$ cat src/rtl/blk_pkg.sv
// Shared constants and helper functions for the block luma grid.
package blk_pkg;

  // Default luma weights, summing to 512.
  localparam int unsigned WR_DEF = 109;
  localparam int unsigned WG_DEF = 366;
  localparam int unsigned WB_DEF = 37;

  // Weighted luma of one pixel: 512*255 fits in 17 bits.
  localparam int unsigned LUMA_W = 17;

  // Accumulator width: $clog2(PXS*512*255+1).
  function automatic int unsigned acc_w(input int unsigned pxs);
    longint unsigned top;
    int unsigned     w;
    top = 64'(pxs) * 64'd130560 + 64'd1;
    w   = 0;
    while ((64'd1 << w) < top) w++;
    return w;
  endfunction

  // Threshold k of 2^lvl_w-1: k*PXS*512*256/2^lvl_w.
  function automatic longint unsigned lvl_thres(input int unsigned k, input int unsigned pxs,
                                                input int unsigned lvl_w);
    return (64'(k) * 64'(pxs) * 64'd131072) >> lvl_w;
  endfunction

  // Hysteresis margin in block-sum units.
  function automatic longint unsigned hyst_margin(input int unsigned hyst,
                                                  input int unsigned pxs);
    return 64'(hyst) * 64'(pxs) * 64'd512;
  endfunction

endpackage

$ cat src/rtl/blk_lum_grid_if.sv
// Video input and level read port of the block luma grid.
interface blk_lum_grid_if #(
  parameter int unsigned HBLKS = 10,
  parameter int unsigned VBLKS = 10,
  parameter int unsigned LVL_W = 2
) ();
  localparam int unsigned XW = (HBLKS > 1) ? $clog2(HBLKS) : 1;
  localparam int unsigned YW = (VBLKS > 1) ? $clog2(VBLKS) : 1;

  logic             frame_start_i;
  logic             de_i;
  logic [23:0]      wd_i;
  logic             h_save_i;
  logic             v_save_i;
  logic [XW-1:0]    rd_x_i;
  logic [YW-1:0]    rd_y_i;
  logic [LVL_W-1:0] lvl_o;
  logic             frame_o;

  modport master (
    output frame_start_i, de_i, wd_i, h_save_i, v_save_i, rd_x_i, rd_y_i,
    input  lvl_o, frame_o
  );

  modport slave (
    input  frame_start_i, de_i, wd_i, h_save_i, v_save_i, rd_x_i, rd_y_i,
    output lvl_o, frame_o
  );
endinterface

$ cat src/rtl/blk_quant.sv
// Block-sum quantiser: threshold comparator chain, registered level.
// BLK_LVL_HYST_EN adds hysteresis against the previous level prev_i.
module blk_quant import blk_pkg::*; #(
  parameter int unsigned PXS   = 900,
  parameter int unsigned LVL_W = 2,
  parameter int unsigned ACC_W = 27,
  parameter int unsigned HYST  = 8
) (
  input  logic             clk_i,
  input  logic             rst_ni,
  input  logic [ACC_W-1:0] sum_i,
`ifdef BLK_LVL_HYST_EN
  input  logic [LVL_W-1:0] prev_i,
`endif
  output logic [LVL_W-1:0] lvl_o
);
  localparam int unsigned NLVL = 32'd1 << LVL_W;

  logic [NLVL-1:1]  ge;
  logic [LVL_W-1:0] raw;
  logic [LVL_W-1:0] lvl_d;

`ifdef BLK_LVL_HYST_EN
  localparam longint unsigned Margin = hyst_margin(HYST, PXS);
  logic [NLVL-1:0] up;
  logic [NLVL-1:0] dn;
  assign up[0] = 1'b0;
  assign dn[0] = 1'b0;
`endif

  for (genvar k = 1; k < NLVL; k++) begin : g_thr
    localparam longint unsigned Thr = lvl_thres(k, PXS, LVL_W);
    assign ge[k] = 64'(sum_i) >= Thr;
`ifdef BLK_LVL_HYST_EN
    assign up[k] = 64'(sum_i) >= Thr + Margin;
    assign dn[k] = 64'(sum_i) + Margin <= Thr;
`endif
  end

  // Thresholds are monotonic, so the highest one met is the level.
  always_comb begin
    raw = '0;
    for (int k = 1; k < int'(NLVL); k++) begin
      if (ge[k]) raw = LVL_W'(k);
    end
  end

  // Single-step moves must clear the crossed threshold by the margin.
  always_comb begin
    lvl_d = raw;
`ifdef BLK_LVL_HYST_EN
    if (int'(raw) == int'(prev_i) + 1) begin
      if (!up[raw]) lvl_d = prev_i;
    end else if (int'(raw) + 1 == int'(prev_i)) begin
      if (!dn[prev_i]) lvl_d = prev_i;
    end
`endif
  end

  // Level register.
  always_ff @(posedge clk_i or negedge rst_ni) begin
    if (!rst_ni) lvl_o <= '0;
    else         lvl_o <= lvl_d;
  end
endmodule

$ cat src/rtl/blk_lum_grid.sv
// Per-block mean-luma quantiser with a double-buffered level grid.
// Optional BLK_LVL_HYST_EN: quantiser hysteresis against the front bank.
module blk_lum_grid import blk_pkg::*; #(
  parameter int unsigned HBLKS = 10,
  parameter int unsigned VBLKS = 10,
  parameter int unsigned PXS   = 900,
  parameter int unsigned LVL_W = 2,
  parameter int unsigned WR    = WR_DEF,
  parameter int unsigned WG    = WG_DEF,
  parameter int unsigned WB    = WB_DEF,
  parameter int unsigned HYST  = 8
) (
  input logic           clk_i,
  input logic           rst_ni,
  blk_lum_grid_if.slave bus
);
  localparam int unsigned ACC_W = acc_w(PXS);
  localparam int unsigned XW    = (HBLKS > 1) ? $clog2(HBLKS) : 1;
  localparam int unsigned YW    = (VBLKS > 1) ? $clog2(VBLKS) : 1;

  logic [LUMA_W-1:0] luma_d, luma_q;
  logic              de_q, hs_q, vs_q;
  logic [ACC_W-1:0]  acc_q [HBLKS];
  logic [ACC_W-1:0]  head_sum;
  logic [XW-1:0]     col_q, wr_col_q;
  logic [YW-1:0]     row_q, wr_row_q;
  logic              col_wrap, row_last, launch, wr_en;
  logic              wr_vld_q, swap_pend_q, sel_q, frame_q;
  logic [LVL_W-1:0]  bank_q [2][VBLKS][HBLKS];
  logic [LVL_W-1:0]  q_lvl, lvl_q;

  assign luma_d = LUMA_W'(WR) * LUMA_W'(bus.wd_i[23:16])
                + LUMA_W'(WG) * LUMA_W'(bus.wd_i[15:8])
                + LUMA_W'(WB) * LUMA_W'(bus.wd_i[7:0]);

  // Input stage: luma and strobes delayed together by one cycle.
  always_ff @(posedge clk_i or negedge rst_ni) begin
    if (!rst_ni) begin
      luma_q <= '0;
      de_q   <= 1'b0;
      hs_q   <= 1'b0;
      vs_q   <= 1'b0;
    end else begin
      luma_q <= luma_d;
      de_q   <= bus.de_i;
      hs_q   <= bus.h_save_i;
      vs_q   <= bus.v_save_i;
    end
  end

  // The ring head is acc_q[col_q]; a pixel on the h_save cycle still counts.
  assign head_sum = acc_q[col_q] + (de_q ? ACC_W'(luma_q) : '0);
  assign col_wrap = int'(col_q) == int'(HBLKS) - 1;
  assign row_last = int'(row_q) == int'(VBLKS) - 1;
  assign launch   = hs_q & vs_q & ~bus.frame_start_i;

  // Accumulator ring and block counters; frame_start resynchronises them.
  always_ff @(posedge clk_i or negedge rst_ni) begin
    if (!rst_ni) begin
      for (int i = 0; i < int'(HBLKS); i++) acc_q[i] <= '0;
      col_q <= '0;
      row_q <= '0;
    end else if (bus.frame_start_i) begin
      for (int i = 0; i < int'(HBLKS); i++) acc_q[i] <= '0;
      col_q <= '0;
      row_q <= '0;
    end else begin
      if (hs_q && vs_q)  acc_q[col_q] <= '0;
      else if (de_q)     acc_q[col_q] <= head_sum;
      if (hs_q) begin
        col_q <= col_wrap ? '0 : col_q + 1'b1;
        if (vs_q && col_wrap) row_q <= row_last ? '0 : row_q + 1'b1;
      end
    end
  end

  // Write address and swap request follow the quantiser by one cycle.
  always_ff @(posedge clk_i or negedge rst_ni) begin
    if (!rst_ni) begin
      wr_vld_q    <= 1'b0;
      wr_col_q    <= '0;
      wr_row_q    <= '0;
      swap_pend_q <= 1'b0;
    end else begin
      wr_vld_q    <= launch;
      wr_col_q    <= col_q;
      wr_row_q    <= row_q;
      swap_pend_q <= launch & col_wrap & row_last;
    end
  end

`ifdef BLK_LVL_HYST_EN
  logic [LVL_W-1:0] prev_lvl;
  assign prev_lvl = bank_q[sel_q][row_q][col_q];
`endif

  blk_quant #(
    .PXS   (PXS),
    .LVL_W (LVL_W),
    .ACC_W (ACC_W),
    .HYST  (HYST)
  ) u_quant (
    .clk_i  (clk_i),
    .rst_ni (rst_ni),
    .sum_i  (head_sum),
`ifdef BLK_LVL_HYST_EN
    .prev_i (prev_lvl),
`endif
    .lvl_o  (q_lvl)
  );

  // A frame_start drops the pending write unless it carries the bank swap.
  assign wr_en = wr_vld_q & (~bus.frame_start_i | swap_pend_q);

  // Level banks, front select and swap pulse.
  always_ff @(posedge clk_i or negedge rst_ni) begin
    if (!rst_ni) begin
      for (int b = 0; b < 2; b++)
        for (int y = 0; y < int'(VBLKS); y++)
          for (int x = 0; x < int'(HBLKS); x++) bank_q[b][y][x] <= '0;
      sel_q   <= 1'b0;
      frame_q <= 1'b0;
    end else begin
      frame_q <= swap_pend_q;
      if (swap_pend_q) sel_q <= ~sel_q;
      if (wr_en) bank_q[~sel_q][wr_row_q][wr_col_q] <= q_lvl;
    end
  end

  // Registered user read from the front bank; out of range reads 0.
  always_ff @(posedge clk_i or negedge rst_ni) begin
    if (!rst_ni) begin
      lvl_q <= '0;
    end else if (int'(bus.rd_x_i) < int'(HBLKS) && int'(bus.rd_y_i) < int'(VBLKS)) begin
      lvl_q <= bank_q[sel_q][bus.rd_y_i][bus.rd_x_i];
    end else begin
      lvl_q <= '0;
    end
  end

  assign bus.lvl_o   = lvl_q;
  assign bus.frame_o = frame_q;
endmodule

$ cat src/flat_wrapper.sv
// flat-port wrapper written by rule: the top's interface ports become plain ports
module blk_lum_grid_flat import blk_pkg::*;
#(
  parameter int unsigned HBLKS = 10,
  parameter int unsigned VBLKS = 10,
  parameter int unsigned PXS   = 900,
  parameter int unsigned LVL_W = 2,
  parameter int unsigned WR    = WR_DEF,
  parameter int unsigned WG    = WG_DEF,
  parameter int unsigned WB    = WB_DEF,
  parameter int unsigned HYST  = 8
)
  (clk_i, rst_ni, bus_frame_start_i, bus_de_i, bus_wd_i, bus_h_save_i, bus_v_save_i, bus_rd_x_i, bus_rd_y_i, bus_lvl_o, bus_frame_o);
  blk_lum_grid_if #(.HBLKS(HBLKS), .VBLKS(VBLKS), .LVL_W(LVL_W)) bus_i ();
  input logic clk_i;
  input logic rst_ni;
  input wire logic [$bits(bus_i.frame_start_i)-1:0] bus_frame_start_i;
  input wire logic [$bits(bus_i.de_i)-1:0] bus_de_i;
  input wire logic [$bits(bus_i.wd_i)-1:0] bus_wd_i;
  input wire logic [$bits(bus_i.h_save_i)-1:0] bus_h_save_i;
  input wire logic [$bits(bus_i.v_save_i)-1:0] bus_v_save_i;
  input wire logic [$bits(bus_i.rd_x_i)-1:0] bus_rd_x_i;
  input wire logic [$bits(bus_i.rd_y_i)-1:0] bus_rd_y_i;
  output wire logic [$bits(bus_i.lvl_o)-1:0] bus_lvl_o;
  output wire logic [$bits(bus_i.frame_o)-1:0] bus_frame_o;
  assign bus_i.frame_start_i = bus_frame_start_i;
  assign bus_i.de_i = bus_de_i;
  assign bus_i.wd_i = bus_wd_i;
  assign bus_i.h_save_i = bus_h_save_i;
  assign bus_i.v_save_i = bus_v_save_i;
  assign bus_i.rd_x_i = bus_rd_x_i;
  assign bus_i.rd_y_i = bus_rd_y_i;
  assign bus_lvl_o = bus_i.lvl_o;
  assign bus_frame_o = bus_i.frame_o;
  blk_lum_grid #(.HBLKS(HBLKS), .VBLKS(VBLKS), .PXS(PXS), .LVL_W(LVL_W), .WR(WR), .WG(WG), .WB(WB), .HYST(HYST)) u_core (.clk_i(clk_i), .rst_ni(rst_ni), .bus(bus_i));
endmodule
$ cat config.mk
export PLATFORM = sky130hd
export DESIGN_NAME = blk_lum_grid_flat
export DESIGN_NICKNAME = d
export VERILOG_FILES = /design/src/rtl/blk_pkg.sv /design/src/rtl/blk_lum_grid_if.sv /design/src/rtl/blk_quant.sv /design/src/rtl/blk_lum_grid.sv /design/src/flat_wrapper.sv
export SDC_FILE = /design/constraint.sdc
export NUM_CORES = 2
export LEC_CHECK = 0
export CAP_MARGIN = 20
export CELL_PAD_IN_SITES_DETAIL_PLACEMENT = 1
export CELL_PAD_IN_SITES_GLOBAL_PLACEMENT = 1
export CORE_UTILIZATION = 48
export DETAILED_ROUTE_END_ITERATION = 8
export HOLD_SLACK_MARGIN = 0.12
export PLACE_DENSITY = 0.77
export SYNTH_ARGS = -nofsm -noshare
export SYNTH_HDL_FRONTEND = slang
export SYNTH_SLANG_ARGS = --single-unit
export TNS_END_PERCENT = 5
$ cat constraint.sdc
create_clock -name clk_i -period 5.25 [get_ports clk_i]
set_clock_uncertainty 0.1 [all_clocks]
set_input_delay 0.525 -clock clk_i [delete_from_list [all_inputs] [get_ports clk_i]]
set_output_delay 0.525 -clock clk_i [all_outputs]
set_load 0.02 [all_outputs]
# [Word level (Yosys, flattened, before mapping)]
# Index checks and enable logic that the tools add are counted.
[totals] reg_bits=714 in_bits=38 output_inout_bits=3
[op_classes] addsub=5 multipliers=3 order_cmp=16 n_eq_ne=2 muxes=37 n_bitwise=17 reduce_logical=11
[ops] cell="$mux W270" n=3
[ops] cell="$mux W200" n=4
[ops] cell="$bwmux W400" n=1
[ops] cell="$and A270 B270 Y270" n=1
[ops] cell="$bwmux W270" n=1
[ops] cell="$not A270 Y270" n=1
[ops] cell="$demux W200 S1" n=1
[ops] cell="$bmux W27 S4" n=1
[ops] cell="$demux W27 S4" n=1
[ops] cell="$mux W27" n=3
[ops] cell="$bmux W20 S4" n=1
[ops] cell="$demux W20 S4" n=1
[ops] cell="$mux W20" n=3
[ops] cell="$mux W4" n=7
[ops] cell="$add A27 B27 Y27" n=1
[ops] cell="$ge A27 B25 Y1 const B" n=1
[ops] cell="$ge A27 B26 Y1 const B" n=1
[ops] cell="$ge A27 B27 Y1 const B" n=1
[ops] cell="$ge A5 B5 Y1 const B" n=5
[ops] cell="$not A4 Y5" n=5
[ops] cell="$add A15 B17 Y17" n=1
[ops] cell="$add A17 B14 Y17" n=1
[ops] cell="$mux W17" n=1
[ops] cell="$mul A8 B8 Y16 const A" n=1
[ops] cell="other kinds (20)" n=44

# [Longest topological paths before layout]
[depth] word_depth=11 depth_mapped=23 mapped_depth_nobuf=23

# [Modules after synthesis]
# From an unflattened synthesis, not the netlist that was laid out.
[unflattened] hier_cells=3161 hier_area_um2=37772.5
[modules_own_cells] module="blk_lum_grid" n_inst=1 cells_per_inst=3145 area_each_um2=37629.8 seq_area_each_um2=17817.1
[modules_own_cells] module="blk_quant" n_inst=1 cells_per_inst=16 area_each_um2=142.6 seq_area_each_um2=50.0

# [Least setup slack after synthesis]
# Ideal clock, no wire load.
[synth_path] path_kind="input to register" start="input port bus_wd_i[13]" end="register u_core.luma_q[16]" setup_time_ns=0.125 arrival_ns=5.268 required_time_ns=5.025 slack_ns=-0.243 cell_stages=21 path_buffers=0 path_cell_list="fa_1 > inv_1 > fa_1 > inv_1 > fa_1 > inv_1 > fa_1 > inv_1 > ha_1 > a21oi_1 > o21bai_1 > a21oi_1 > xnor2_1 > fa_1 > ha_1 > nand3_1 > nand2_1 > a41o_1 > o41ai_1 > o21ai_0 > xnor2_1"
[synth_between] elab_chain_cells=3
[synth_lines] element="start, declared" line_no="flat_wrapper.sv:19" source="input wire logic [$bits(bus_i.wd_i)-1:0] bus_wd_i;"
[synth_lines] element="$mul A8 B8 Y16" line_no="blk_lum_grid.sv:33" source="+ LUMA_W'(WG) * LUMA_W'(bus.wd_i[15:8])"
[synth_lines] element="$add A15 B17 Y17" line_no="blk_lum_grid.sv:33"
[synth_lines] element="$add A17 B14 Y17" line_no="blk_lum_grid.sv:34" source="+ LUMA_W'(WB) * LUMA_W'(bus.wd_i[7:0]);"
[synth_lines] element="via u_core.luma_d[16]" line_no="blk_lum_grid.sv:21" source="logic [LUMA_W-1:0] luma_d, luma_q;"
[synth_lines] element="end signal, assigned" line_no="blk_lum_grid.sv:44" source="luma_q <= luma_d;"
[synth_lines] element="end, declared" line_no="blk_lum_grid.sv:21"
# The timed path passes the listed nets, and every way through them passes these cells.
# A chain may end at the register's enable or synchronous reset.

# [Worst setup path after layout]
[layout_path] start="input port bus_wd_i[14]" end="register u_core.luma_q[15]"
# The elaborated chain is that of the path after synthesis.

==> summary.md <==
| Metric | Value |
|---|---|
| Status | `finished clean` |
| Crit path required time | `5700 ps` |
| Routed Antenna Nets | `0` |
| Initial drt markers | `2029` |
| Final Routed Wirelength | `112 mm` |
| WS Path Type | `in -> reg` |
| Core Rows | `102` |
| Post-synth EDFFs | `0` |
| Relative slew slack | `14.2%` |
| Worst slack, placed | `-1110 ps` |
| Via/cell ratio | `6.21` |
| Avg Inst Size Synth | `12.5 µm²` |
| Top cells by area, synth | `dfrtp_1 (48%), mux2_2 (12%), mux4_2 (10%)` |
| Flops & latches, synth | `714` |
| Leading cell type in the layout, fill and taps excluded | `dfrtp_1` |
| DP Wirelength | `73.1 mm` |
| Synthesis-to-finish area growth | `15.8%` |
| Final Util | `56.1%` |
| Fin worst setup slack | `51.3 ps` |
| Clk Latency, worst-skew pair | `640 ps` |
| Fin. Hold Viols | `0` |
| First-pass GRT wire length | `176 mm` |
| Die extent in x | `282 µm` |
| TritonCTS Buffers | `79` |
| Unrepaired setup endpoints after global routing | `yes` |
| Clock sink count | `714` |
| PortBufs | `40` |
| Max cap viols | `0` |
| Placeable Area | `77500 µm²` |
| Clock-pin slew on the worst setup and hold paths | `60 ps` |
| H-tree levels | `3` |
| Min-delay worst type | `in -> reg` |
| Synth warn | `0` |
| # IOs | `41` |
| CTS tree | `done` |
| Total die area | `79300 µm²` |
| Crit start category | `input pin` |
| Pwr Density | `436 nW/µm²` |
| Via count | `26.2k` |
| GRT Resource Usage Total | `28.9%` |
| Vias in the first global route | `29.5k` |
| Sequential share of the synthesized area | `47.6%` |
| Post-synth cell types | `75` |
| Drt pass-1 iters | `5` |
| Share of the synthesized area in the top cell type | `47.6%` |
| R2R setup slack | `210 ps` |
| Minimum clock period | `5200 ps` |
| Largest net degree at the start of global routing | `128` |
| Synth area leader | `dfrtp_1` |
| Largest fanout on the critical path | `5` |
| Leakage power | `20.4 nW` |
| Gr ovfl total | `0` |
| Share of cells above drive strength 1 | `30.9%` |
| Post-Syn Nets | `3221` |
| Drc violations | `0` |
| Routed len/inst | `26.6 µm` |
| Initial antenna violation count | `1` |
| Worst-margin pin slew | `1280 ps` |
| Crit path arrival time | `5650 ps` |
| Slew Limit Fails | `0` |
| Worst VDD drop | `1.11 mV` |
| Synth Cell Area | `37500 µm²` |
| Predominant post-synthesis flop cell | `dfrtp_1` |
| Worst-case clock buffer depth | `3` |
| Critical Path End Type | `register` |
| Routability Congestion | `0.873` |
| Final Cycle Share | `99.0%` |
| Post-Syn Instances | `2992` |
| Post-synth ARST share | `100%` |
| Initial Util | `48.5%` |
| Highest clock rate | `0.192 GHz` |
| Most frequent cells in the layout | `dfrtp_1 (709), mux2_2 (403), nor2_1 (292)` |
| Die H | `282 µm` |
| Final setup fails | `0` |
| Root Buffer Master | `clkbuf_16` |
| Filler Cell Count | `7644` |
| Nets | `3336` |
final cells by class:
type                            instances  area, µm²  share of cell area (%)
Tap cell                             1040       1300                    2.99
Clock inverter                         36        614                    1.41
Timing Repair Buffer                  230       2130                    4.91
Inverter                              152        571                    1.31
Sequential cell                       714      17900                    41.1
Antenna cell                            1       2.50                 0.00576
Clock buffer                          110       2280                    5.26
Multi-Input combinational cell       1930      18700                    43.0
repair_timing:
action / 4_1_cts / 5_1_grt
endpoints found under the setup margin: 6 / 13
pin swaps: 17 / 21
setup buffers: 4 / 1
hold endpoints to repair: 104 / 0
hold buffers: 1 / 0
gates resized for setup: 35 / 21
sequential cells by signal, indices dropped and copies added, names as in the netlist:
signal                count
u_core.bus.frame_o        1
u_core.acc_q            270
u_core.de_q               1
u_core.col_q              4
u_core.swap_pend_q        1
u_core.wr_col_q           4
u_core.bus.lvl_o          2
u_core.bank_q           400
u_core.wr_row_q           4
u_core.sel_q              1
u_core.wr_vld_q           1
u_core.luma_q            17
u_core.vs_q               1
u_core.u_quant.lvl_o      2
u_core.hs_q               1
u_core.row_q              4
final timing paths:
kind,end,cells past startpoint,startpoint
max in group asynchronous,u_core.col_q[0]$_DFFE_PN0P_,3,rst_ni
max,u_core.luma_q[15]$_DFF_PN0_,22,bus_wd_i[14]
min in group asynchronous,u_core.bank_q[383]$_DFFE_PN0P_,2,rst_ni
min reg2reg,u_core.wr_row_q[3]$_DFF_PN0_,0,u_core.row_q[3]$_DFFE_PN0P_
min,u_core.hs_q$_DFF_PN0_,1,bus_h_save_i
max reg2reg,u_core.u_quant.lvl_o[0]$_DFF_PN0_,16,u_core.col_q[0]$_DFFE_PN0P_
critical path, stage by stage:
cell and delay [ps]:
clkdlybuf4s15_2 210, fa_1 550, inv_1 60, fa_1 490, inv_1 60, fa_1 480, inv_1 50, fa_1 470
inv_1 70, ha_4 230, a21oi_2 170, o21bai_2 110, a21oi_2 220, xnor2_2 110, fa_1 580, ha_4 220
or2_2 320, a21oi_2 140, inv_1 70, a31o_2 210, a21oi_2 150, xnor2_1 130
where the power goes:
group / total (mW) / switching (mW) / internal [mW]
Clock: 6.16 / 2.40 / 3.76
Combinational: 7.03 / 3.61 / 3.43
Sequential: 5.76 / 0.0814 / 5.68
metrics by stage:
stage / hold slack [ps] / TNS [ps] / std cells / power, mW / cell area (µm²)
after CTS: 210 / 0 / 4204 / 18.5 / 43200
after detailed placement: 322 / -6480 / 4053 / 11.8 / 40200
final: 228 / 0 / 4213 / 19.0 / 43500
after global placement: 312 / -4170 / 4049 / 11.4 / 40100
after floorplan: 129 / -380 / 2992 / 9.38 / 37600
after global routing: 216 / -582 / 4212 / 19.8 / 43500
per-layer routing:
layer / track usage (%) / part of all wire, % / vias to the layer above
met4: 11.4 / 3.6 / 0
met2: 48.5 / 51 / 843
li1: - / - / 11000
met1: 37.6 / 40 / 14000
met5: 0 / 0 / -
met3: 4.55 / 5.0 / 261
cell usage after synthesis, types with 3 or more instances:
master	n
o22ai_1	9
nor2_1	294
a22oi_1	70
a21oi_1	61
and2_1	31
fa_1	71
o21ai_0	61
nor3_1	30
and3_1	7
dfrtp_1	714
a22o_1	173
clkbuf_1	156
mux4_2	170
or3_1	4
nor2b_1	17
o21a_1	3
buf_2	13
o2111ai_1	3
a21o_1	14
a31o_2	3
o211ai_1	3
mux2_2	403
nand3_1	34
xnor2_1	38
xor2_1	12
inv_1	152
buf_1	21
a31oi_1	4
a32oi_1	14
nor4_1	4
o21bai_1	6
a211oi_1	5
or2_2	10
mux2i_1	46
nand2_1	141
nand2b_1	22
buf_4	3
ha_1	120
nand4_1	4
cell families (layout without fill, tap and decap cells):
family                   count (synthesis)  after routing  share of synthesized area, %
flip-flops                             714            714                          47.6
multiplexers                           619            619                          23.5
AND/OR/NAND/NOR                        615            615                          7.26
AO/OA/AOI/OAI                          454            454                          9.02
buffers and inverters                  348            528                          3.60
adder cells (fa/ha/maj)                191            191                          7.78
XOR/XNOR                                51             51                          1.24
other                                    0              1                             0
Note: power is estimated with default switching activity, not from simulation.
